## config.mk

```make
export PLATFORM = sky130hd
export DESIGN_NAME = bcd_display_mux
export DESIGN_NICKNAME = d
export VERILOG_FILES = /design/src/rtl/bcd_display_mux.sv
export SDC_FILE = /design/constraint.sdc
export NUM_CORES = 1
export LEC_CHECK = 0
export CAP_MARGIN = 40
export CORE_UTILIZATION = 60
export CTS_CLUSTER_SIZE = 24
export DETAILED_ROUTE_END_ITERATION = 10
export PLACE_DENSITY = 0.84
export SLEW_MARGIN = 10
export SYNTH_ARGS = -nofsm -noshare
export SYNTH_HDL_FRONTEND = slang
export SYNTH_SLANG_ARGS = --single-unit
```

## constraint.sdc

```tcl
create_clock -name clk -period 3.1 [get_ports clk]
set_input_delay 0.62 -clock clk [delete_from_list [all_inputs] [get_ports clk]]
set_output_delay 0.62 -clock clk [all_outputs]
set_load 0.05 [all_outputs]
```

## src/rtl/bcd_display_mux.sv

```systemverilog
// Three-digit time-multiplexed seven-segment driver with frame-aligned update.
// Optional leading-zero blanking is enabled by BCD_LEADING_ZERO_BLANK_EN.
module bcd_display_mux #(
    parameter int REFRESH_DIV = 50000,
    parameter bit ACTIVE_LOW  = 1'b1
) (
    input  logic       clk,
    input  logic       rst_n,
    input  logic       load,
    input  logic [3:0] cen,
    input  logic [3:0] dez,
    input  logic [3:0] und,
    output logic [6:0] seg,
    output logic [2:0] an,
    output logic       frame_tick,
    output logic       pending
);

    localparam int CW = (REFRESH_DIV > 1) ? $clog2(REFRESH_DIV) : 1;
    localparam logic [CW-1:0] CNT_MAX = CW'(REFRESH_DIV - 1);

    logic [CW-1:0] cnt_q, cnt_d;
    logic [1:0]    idx_q, idx_d;
    logic [11:0]   shadow_q, shadow_d;
    logic [11:0]   disp_q, disp_d;
    logic          pend_q, pend_d;
    logic          tick_q, tick_d;
    logic [6:0]    seg_q, seg_d;
    logic [2:0]    an_q, an_d;

    logic          wrap;
    logic          boundary;
    logic [3:0]    sel_nib;
    logic          blank_cen;
    logic          blank_dez;
    logic          sel_blank;

    function automatic logic [6:0] decode(input logic [3:0] n);
        logic [6:0] s;
        case (n)
            4'd0:    s = 7'h3F;
            4'd1:    s = 7'h06;
            4'd2:    s = 7'h5B;
            4'd3:    s = 7'h4F;
            4'd4:    s = 7'h66;
            4'd5:    s = 7'h6D;
            4'd6:    s = 7'h7D;
            4'd7:    s = 7'h07;
            4'd8:    s = 7'h7F;
            4'd9:    s = 7'h6F;
            default: s = 7'h40;
        endcase
        return s;
    endfunction

    assign wrap     = (cnt_q == CNT_MAX);
    assign boundary = wrap && (idx_q == 2'd2);

`ifdef BCD_LEADING_ZERO_BLANK_EN
    assign blank_cen = (disp_q[11:8] == 4'd0);
    assign blank_dez = blank_cen && (disp_q[7:4] == 4'd0);
`else
    assign blank_cen = 1'b0;
    assign blank_dez = 1'b0;
`endif

    // Scan counter, shadow/display hand-off and output encoding
    always_comb begin
        cnt_d     = wrap ? '0 : cnt_q + CW'(1);
        idx_d     = idx_q;
        shadow_d  = shadow_q;
        disp_d    = disp_q;
        pend_d    = pend_q;
        tick_d    = 1'b0;
        sel_nib   = disp_q[3:0];
        sel_blank = 1'b0;

        if (wrap) begin
            idx_d = (idx_q == 2'd2) ? 2'd0 : idx_q + 2'd1;
        end

        if (load) begin
            shadow_d = {cen, dez, und};
            pend_d   = 1'b1;
        end

        if (boundary) begin
            if (load) begin
                disp_d = {cen, dez, und};
                pend_d = 1'b0;
                tick_d = 1'b1;
            end else if (pend_q) begin
                disp_d = shadow_q;
                pend_d = 1'b0;
                tick_d = 1'b1;
            end
        end

        case (idx_q)
            2'd1: begin
                sel_nib   = disp_q[7:4];
                sel_blank = blank_dez;
            end
            2'd2: begin
                sel_nib   = disp_q[11:8];
                sel_blank = blank_cen;
            end
            default: begin
                sel_nib   = disp_q[3:0];
                sel_blank = 1'b0;
            end
        endcase

        seg_d = sel_blank ? 7'h00 : decode(sel_nib);
        an_d  = 3'(3'b001 << idx_q);
    end

    // State and registered outputs, cleared asynchronously
    always_ff @(posedge clk or negedge rst_n) begin
        if (!rst_n) begin
            cnt_q    <= '0;
            idx_q    <= 2'd0;
            shadow_q <= 12'd0;
            disp_q   <= 12'd0;
            pend_q   <= 1'b0;
            tick_q   <= 1'b0;
            seg_q    <= 7'h00;
            an_q     <= 3'b000;
        end else begin
            cnt_q    <= cnt_d;
            idx_q    <= idx_d;
            shadow_q <= shadow_d;
            disp_q   <= disp_d;
            pend_q   <= pend_d;
            tick_q   <= tick_d;
            seg_q    <= seg_d;
            an_q     <= an_d;
        end
    end

    assign seg        = seg_q ^ {7{ACTIVE_LOW}};
    assign an         = an_q ^ {3{ACTIVE_LOW}};
    assign frame_tick = tick_q;
    assign pending    = pend_q;

endmodule

```

==> qor.csv, run 1 <==
stage,metric,value,unit
synth,ys_async_sr_fraction,100,%
floorplan,die-area,4410,sq um
pwr,irDropWorstVdd,0.393,mV
route,drcViolationCount,0,
clock_network,ctsResizeCount,0,
worst_hold_path,hold_class,in -> async,
worst_setup_path,max_stage_delay,430,ps
worst_setup_path,path_cells,inv_1 -> ha_1 -> a22oi_1 -> a21oi_1 -> inv_1 -> ha_1 -> mux2_2 -> o21ai_0,
sta,fmax,0.431,GHz
route,wl,4390,um
placement,pre_cts_slack,690,ps
clock_network,cts_sinks,54,
clock_network,postCtsHoldBufs,0,
final_layout,diodes,0,
synth,yosys_warnings,0,
sta,setup_viol,0,
worst_setup_path,worstPathRequired,3320,ps
clock_network,cts_tree,built,
floorplan,initial_core_util,62.2,%
clock_network,cts-root-buf,clkbuf_8,
route,first_iter_violations,167,
pwr,p_leak,0.00137,uW
synth,synth_cells,199,
synth,netlist_area,2490,sq um
clock_network,clock_latency,300,ps
floorplan,row_count,23,
synth,synth_edf_count,0,
synth,yosysSeqAreaShare,54.3,%
clock_network,cts_inserted_buffers,5,
clock_network,clk_pin_slew,90,ps
route,vias,1528,
worst_setup_path,cp_data_arrival_time,2540,ps
synth,synth-main-ff-cell,dfrtp_1,
clock_network,post_cts_buffers,0,
floorplan,die_w,66.4,um
final_layout,fill_cells,260,
placement,hpwl,3050,um
synth,yosysTopAreaCell,dfrtp_1,
final_layout,seqCellArea,1350,sq um
synth,synth_top_area_share,54.3,%
sta,layout_worst_path_cycle_share,74.9,%
synth,synthDistinctLibCells,33,
global_route,grt_pass1_wl,7540,um
sta,max-slew-margin-rel,53.2,%
floorplan,coreArea,4000,sq um
global_route,grt_pass1_vias,1587,
global_route,grt_antenna_before_repair,0,
final_layout,final_layout_size_suffix_gt1_share,18.3,%
sta,maxSlewViolCount,0,
pwr,powerDensity,431,nW/um^2
sta,clock-skew-final,9.82,ps
route,dr.pass1.iters,4,
sta,fin_tns_setup,0,ps
floorplan,ios,27,
synth,synth_nets,225,
clock_network,htreeDepth,2,
route,wl_per_cell,15.7,um
synth,ys_ff_latch,54,
worst_setup_path,start_kind,register,
sta,hold_ws,268,ps
route,ant_nets,0,
final_layout,postLayoutCoreUtil,72.0,%
global_route,gr-usage-all-layers,23.5,%
global_route,grt_overflow,0,
sta,tightestPinTransition,703,ps
route,viasPerCell,5.46,
worst_setup_path,crit_slowest_cell,dfrtp_1,
outcome,outcome,finished clean,
worst_setup_path,end_kind,register,
synth,synth_area_leaders,"dfrtp_1 54%, mux2_2 7.2%, ha_1 5.5%, mux2_4 5.4%, inv_1 2.6%",
final_layout,multi_input_area,1010,sq um
run,drv_cap,0,
clock_network,cts_buffer_depth,2,
sta,rsz0062_at_grt,false,
worst_setup_path,worst-path-max-fanout,7,
placement,globalplace.congestion,0.846,
floorplan,fp.dieH,66.4,um
placement,io_buffers,26,
final_layout,nets,255,
worst_setup_path,crit_type,reg -> reg,
sta,finalWorstSetupSlack,778,ps
final_layout,syn_to_final_growth,15.7,%
synth,syn_area_per_cell,12.5,sq um
sta,min_period,2320,ps
sta,finalHoldViolCount,0,
global_route,grt_max_degree,33,
==> layout make-up <==
cell class	count	share of cell area [%]
Sequential cell	54	46.9
Multi-Input combinational cell	122	35.2
Timing Repair Buffer	29	9.65
Clock buffer	5	2.39
Inverter	17	2.22
Tap cell	50	2.17
Clock inverter	3	1.39
==> through the flow <==
stage               cell area, sq um  total power (uW)  std cells
floorplan                       2490               758        199
global placement                2770               794        272
detailed placement              2770               798        272
CTS                             2880              1250        280
global route                    2880              1290        280
finish                          2880              1240        280
==> sequential cells by signal (all words and copies together), names as in the netlist <==
name	count
an_q	3
shadow_q	12
pending	1
idx_q	2
seg_q	7
disp_q	12
frame_tick	1
cnt_q	16
==> per-layer routing <==
metal	share of wire (%)	global-route usage, %
met4	1.8	7.98
met3	2.8	5.52
met1	45	31.4
met2	51	37.5
met5	0	0
==> cell usage in the layout (no fill, tap or decap), drive strengths merged, types with 5 or more instances in the layout <==
cell / count
dfrtp: 54
a21oi: 7
clkbuf: 5
xor2: 6
mux2i: 5
clkdlybuf4s50: 25
xnor2: 7
ha: 11
nand3: 11
and3: 7
inv: 17
o21ai: 7
mux2: 25
nor2: 14
==> power breakdown <==
group	total (uW)	internal, uW	switching (uW)
combinational	58.0	30.9	27.1
clock	459	238	221
sequential	724	719	4.49
total	1240	988	253
==> final timing paths <==
| kind | startpoint | endpoint | slack [ps] | cells past startpoint |
|---|---|---|---|---|
| max | idx_q[0]$_DFFE_PN0N_ | seg_q[0]$_DFF_PN0_ | 780 | 8 |
| min | rst_n | frame_tick$_DFF_PN0_ | 270 | 1 |
| max reg2reg | idx_q[0]$_DFFE_PN0N_ | seg_q[0]$_DFF_PN0_ | 780 | 8 |
| min reg2reg | cnt_q[15]$_DFF_PN0_ | cnt_q[15]$_DFF_PN0_ | 480 | 1 |
| max in group asynchronous | rst_n | seg_q[2]$_DFF_PN0_ | 2050 | 2 |
| min in group clk | cnt_q[15]$_DFF_PN0_ | cnt_q[15]$_DFF_PN0_ | 480 | 1 |
==> critical path: cells and delay by family (launching register included) <==
kind                       cells  cell delay, ps
AOI/OAI and AO/OA              3             660
adders and majority gates      2             560
DFF                            1             430
buffers and inverters          2             320
muxes                          1             260
==> Yosys cell counts, types with 2 or more instances <==
| cell type | n |
|---|---|
| and3_1 | 5 |
| xnor2_1 | 7 |
| mux2_2 | 16 |
| dfrtp_1 | 54 |
| xor2_1 | 6 |
| and3_2 | 2 |
| nand3_1 | 11 |
| mux2i_1 | 5 |
| o21ai_0 | 7 |
| ha_1 | 11 |
| a21oi_1 | 7 |
| nand4_1 | 3 |
| nor2_1 | 14 |
| inv_1 | 17 |
| a22oi_1 | 3 |
| buf_6 | 2 |
| clkbuf_1 | 2 |
| mux2_4 | 9 |
| nand2_1 | 4 |
==> cell families (layout without fill, tap and decap cells) <==
kind of cell | Yosys count | after routing | share of synthesized area, %
flops | 54 | 54 | 54.3
simple gates | 48 | 48 | 11.3
mux | 30 | 30 | 14.7
buf+inv | 23 | 54 | 4.88
compound gates | 20 | 20 | 4.68
xor+xnor | 13 | 13 | 4.58
fa+ha+maj | 11 | 11 | 5.53
Note: power is estimated with default switching activity, not from simulation.
==> run 2: changes to the inputs <==
--- a/config.mk
+++ b/config.mk
@@ -6,10 +6,10 @@
 export NUM_CORES = 1
 export LEC_CHECK = 0
 export CAP_MARGIN = 40
-export CORE_UTILIZATION = 60
+export CORE_UTILIZATION = 56
 export CTS_CLUSTER_SIZE = 24
 export DETAILED_ROUTE_END_ITERATION = 10
-export PLACE_DENSITY = 0.84
+export PLACE_DENSITY = 0.79
 export SLEW_MARGIN = 10
 export SYNTH_ARGS = -nofsm -noshare
 export SYNTH_HDL_FRONTEND = slang
==> constraint.sdc (replaced) <==
create_clock -name clk -period 2.2 [get_ports clk]
set_input_delay 0.44 -clock clk [delete_from_list [all_inputs] [get_ports clk]]
set_output_delay 0.44 -clock clk [all_outputs]
set_load 0.05 [all_outputs]
==> run 2 against run 1 <==
Compared with the run above: largest cell class unchanged; critical path type unchanged; sequential power increased by 41%; first-iteration DRC count decreased by 43%; cell area increased by 0.61%; worst hold slack got worse by 140 ps; clock skew decreased by 5.3 ps; worst setup slack got worse by 640 ps; die area increased by 6.9%; via count increased by 0.26%; register-to-register slack got worse by 640 ps; wire length decreased by 1.9%; non-clock buffer count increased by 3.
==> qor.csv, run 2 (synthesis gave the netlist of run 1 again) <==
stage,metric,value,unit
sta,layout_worst_path_cycle_share,93.6,%
worst_hold_path,hold_class,in -> async,
sta,setup_viol,0,
sta,tightestPinTransition,597,ps
sta,fmax,0.486,GHz
pwr,p_leak,0.00138,uW
route,wl,4310,um
clock_network,cts_sinks,54,
final_layout,final_cells,283,
clock_network,postCtsHoldBufs,0,
sta,clock-skew-final,4.51,ps
global_route,grt_antenna_before_repair,0,
floorplan,fp.dieH,68.6,um
route,wl_per_cell,15.2,um
floorplan,row_count,23,
floorplan,coreArea,4140,sq um
final_layout,final_layout_size_suffix_gt1_share,18.9,%
floorplan,initial_core_util,60.0,%
clock_network,post_cts_buffers,0,
final_layout,syn_to_final_growth,16.4,%
route,ant_nets,0,
clock_network,cts_inserted_buffers,5,
placement,globalplace.congestion,0.804,
final_layout,diodes,0,
global_route,gr-usage-all-layers,21.1,%
route,drcViolationCount,0,
sta,min_period,2060,ps
worst_setup_path,worst-path-max-fanout,13,
route,vias,1532,
worst_setup_path,worstPathRequired,2400,ps
clock_network,cts_buffer_depth,2,
sta,fin_tns_setup,0,ps
worst_setup_path,cp_data_arrival_time,2250,ps
clock_network,clock_latency,310,ps
global_route,grt_pass1_vias,1503,
placement,placed_cells,275,
worst_setup_path,reg2regPathDepth,6,
clock_network,cts_tree,built,
final_layout,largest_reg_flops,16,
global_route,grt_pass1_wl,6940,um
worst_setup_path,endpoint,disp_q[4]$_DFFE_PN0P_,
worst_setup_path,rr_endpoint,disp_q[4]$_DFFE_PN0P_,
worst_setup_path,timing.rr.start,cnt_q[0]$_DFF_PN0_,
sta,max-slew-margin-rel,60.2,%
floorplan,die_w,68.6,um
route,viasPerCell,5.41,
floorplan,ios,27,
final_layout,layout_common_cells,"54 x dfrtp_1, 25 x clkdlybuf4s50_1, 17 x inv_1, 16 x mux2_2, 14 x nor2_1",
global_route,grt_overflow,0,
worst_setup_path,crit_path_start,cnt_q[0]$_DFF_PN0_,
run,drv_cap,0,
global_route,grt_max_degree,29,
clock_network,cts-root-buf,clkbuf_8,
sta,maxSlewViolCount,0,
route,first_iter_violations,95,
sta,rsz0062_at_grt,false,
outcome,outcome,finished clean,
placement,hpwl,3140,um
worst_setup_path,end_kind,register,
final_layout,regMostFlops,cnt_q,
clock_network,htreeDepth,2,
final_layout,postLayoutCoreUtil,69.9,%
clock_network,clk_pin_slew,90,ps
worst_setup_path,crit_type,reg -> reg,
worst_setup_path,start_kind,register,
sta,finalHoldViolCount,0,
pwr,powerDensity,572,nW/um^2
final_layout,nets,258,
final_layout,final_common_cell,dfrtp_1,
final_layout,largestRegisters,"cnt_q: 16 flops, disp_q: 12 flops, shadow_q: 12 flops",
clock_network,ctsResizeCount,0,
worst_setup_path,reg2reg_slack,140,ps
final_layout,fill_cells,326,
floorplan,die-area,4710,sq um
route,dr.pass1.iters,4,
pwr,irDropWorstVdd,0.434,mV
placement,io_buffers,26,
## run 2: area by class of cell
cell class                      count  area [sq um]  area share, %
Clock inverter                      1          5.00          0.173
Multi-Input combinational cell    122          1010           35.0
Sequential cell                    54          1350           46.7
Timing Repair Buffer               32           313           10.8
Inverter                           17          63.8           2.20
Tap cell                           50          62.6           2.16
Clock buffer                        7          86.3           2.98
## run 2: routing by layer
metal	wire length, um	track usage [%]	vias up
li1	-	-	741
met2	2240	36.6	29
met5	0	0	-
met3	162	6.58	10
met1	1830	24.1	752
met4	72	8.59	0
## run 2: power breakdown
part / leakage, uW / internal (uW) / switching (uW)
logic: 0.000658 / 46.0 / 38.3
registers: 0.000671 / 1010 / 5.33
clock network: 0.0000482 / 254 / 300
total: 0.00138 / 1310 / 344
## run 2: worst min path at each step
stage / from / endpoint / slack, ps / cells past startpoint
after global placement: rst_n / seg_q[1]$_DFF_PN0_ / 470 / 1
after global routing: rst_n / seg_q[2]$_DFF_PN0_ / 170 / 1
after floorplan: rst_n / an_q[0]$_DFF_PN0_ / 140 / 0
final: rst_n / cnt_q[11]$_DFF_PN0_ / 130 / 1
after detailed placement: rst_n / cnt_q[5]$_DFF_PN0_ / 480 / 1
after CTS: rst_n / idx_q[1]$_DFFE_PN0N_ / 150 / 1
## run 2: worst max-delay path: stages, from the launching register on
cell	delay [ps]
dfrtp_1	410
ha_1	240
and3_2	230
nand4_1	140
or3b_1	400
buf_4	220
mux2_4	310
## run 2: through the flow
stage / setup slack, ps / instance area, sq um / hold slack, ps / total power, uW
6_report: 141 / 2900 / 133 / 1660
5_1_grt: 30.6 / 2900 / 173 / 1720
4_1_cts: 145 / 2900 / 150 / 1680
3_5_place_dp: 167 / 2810 / 485 / 1130
3_3_place_gp: 224 / 2810 / 469 / 1120
2_1_floorplan: 89.7 / 2490 / 144 / 1070
==> run 3: changes to the inputs <==
--- a/config.mk
+++ b/config.mk
@@ -14,3 +14,4 @@
 export SYNTH_ARGS = -nofsm -noshare
 export SYNTH_HDL_FRONTEND = slang
 export SYNTH_SLANG_ARGS = --single-unit
+export TNS_END_PERCENT = 10
==> results of run 3 <==
Final layout, timing and power as in run 2 (identical DEF).
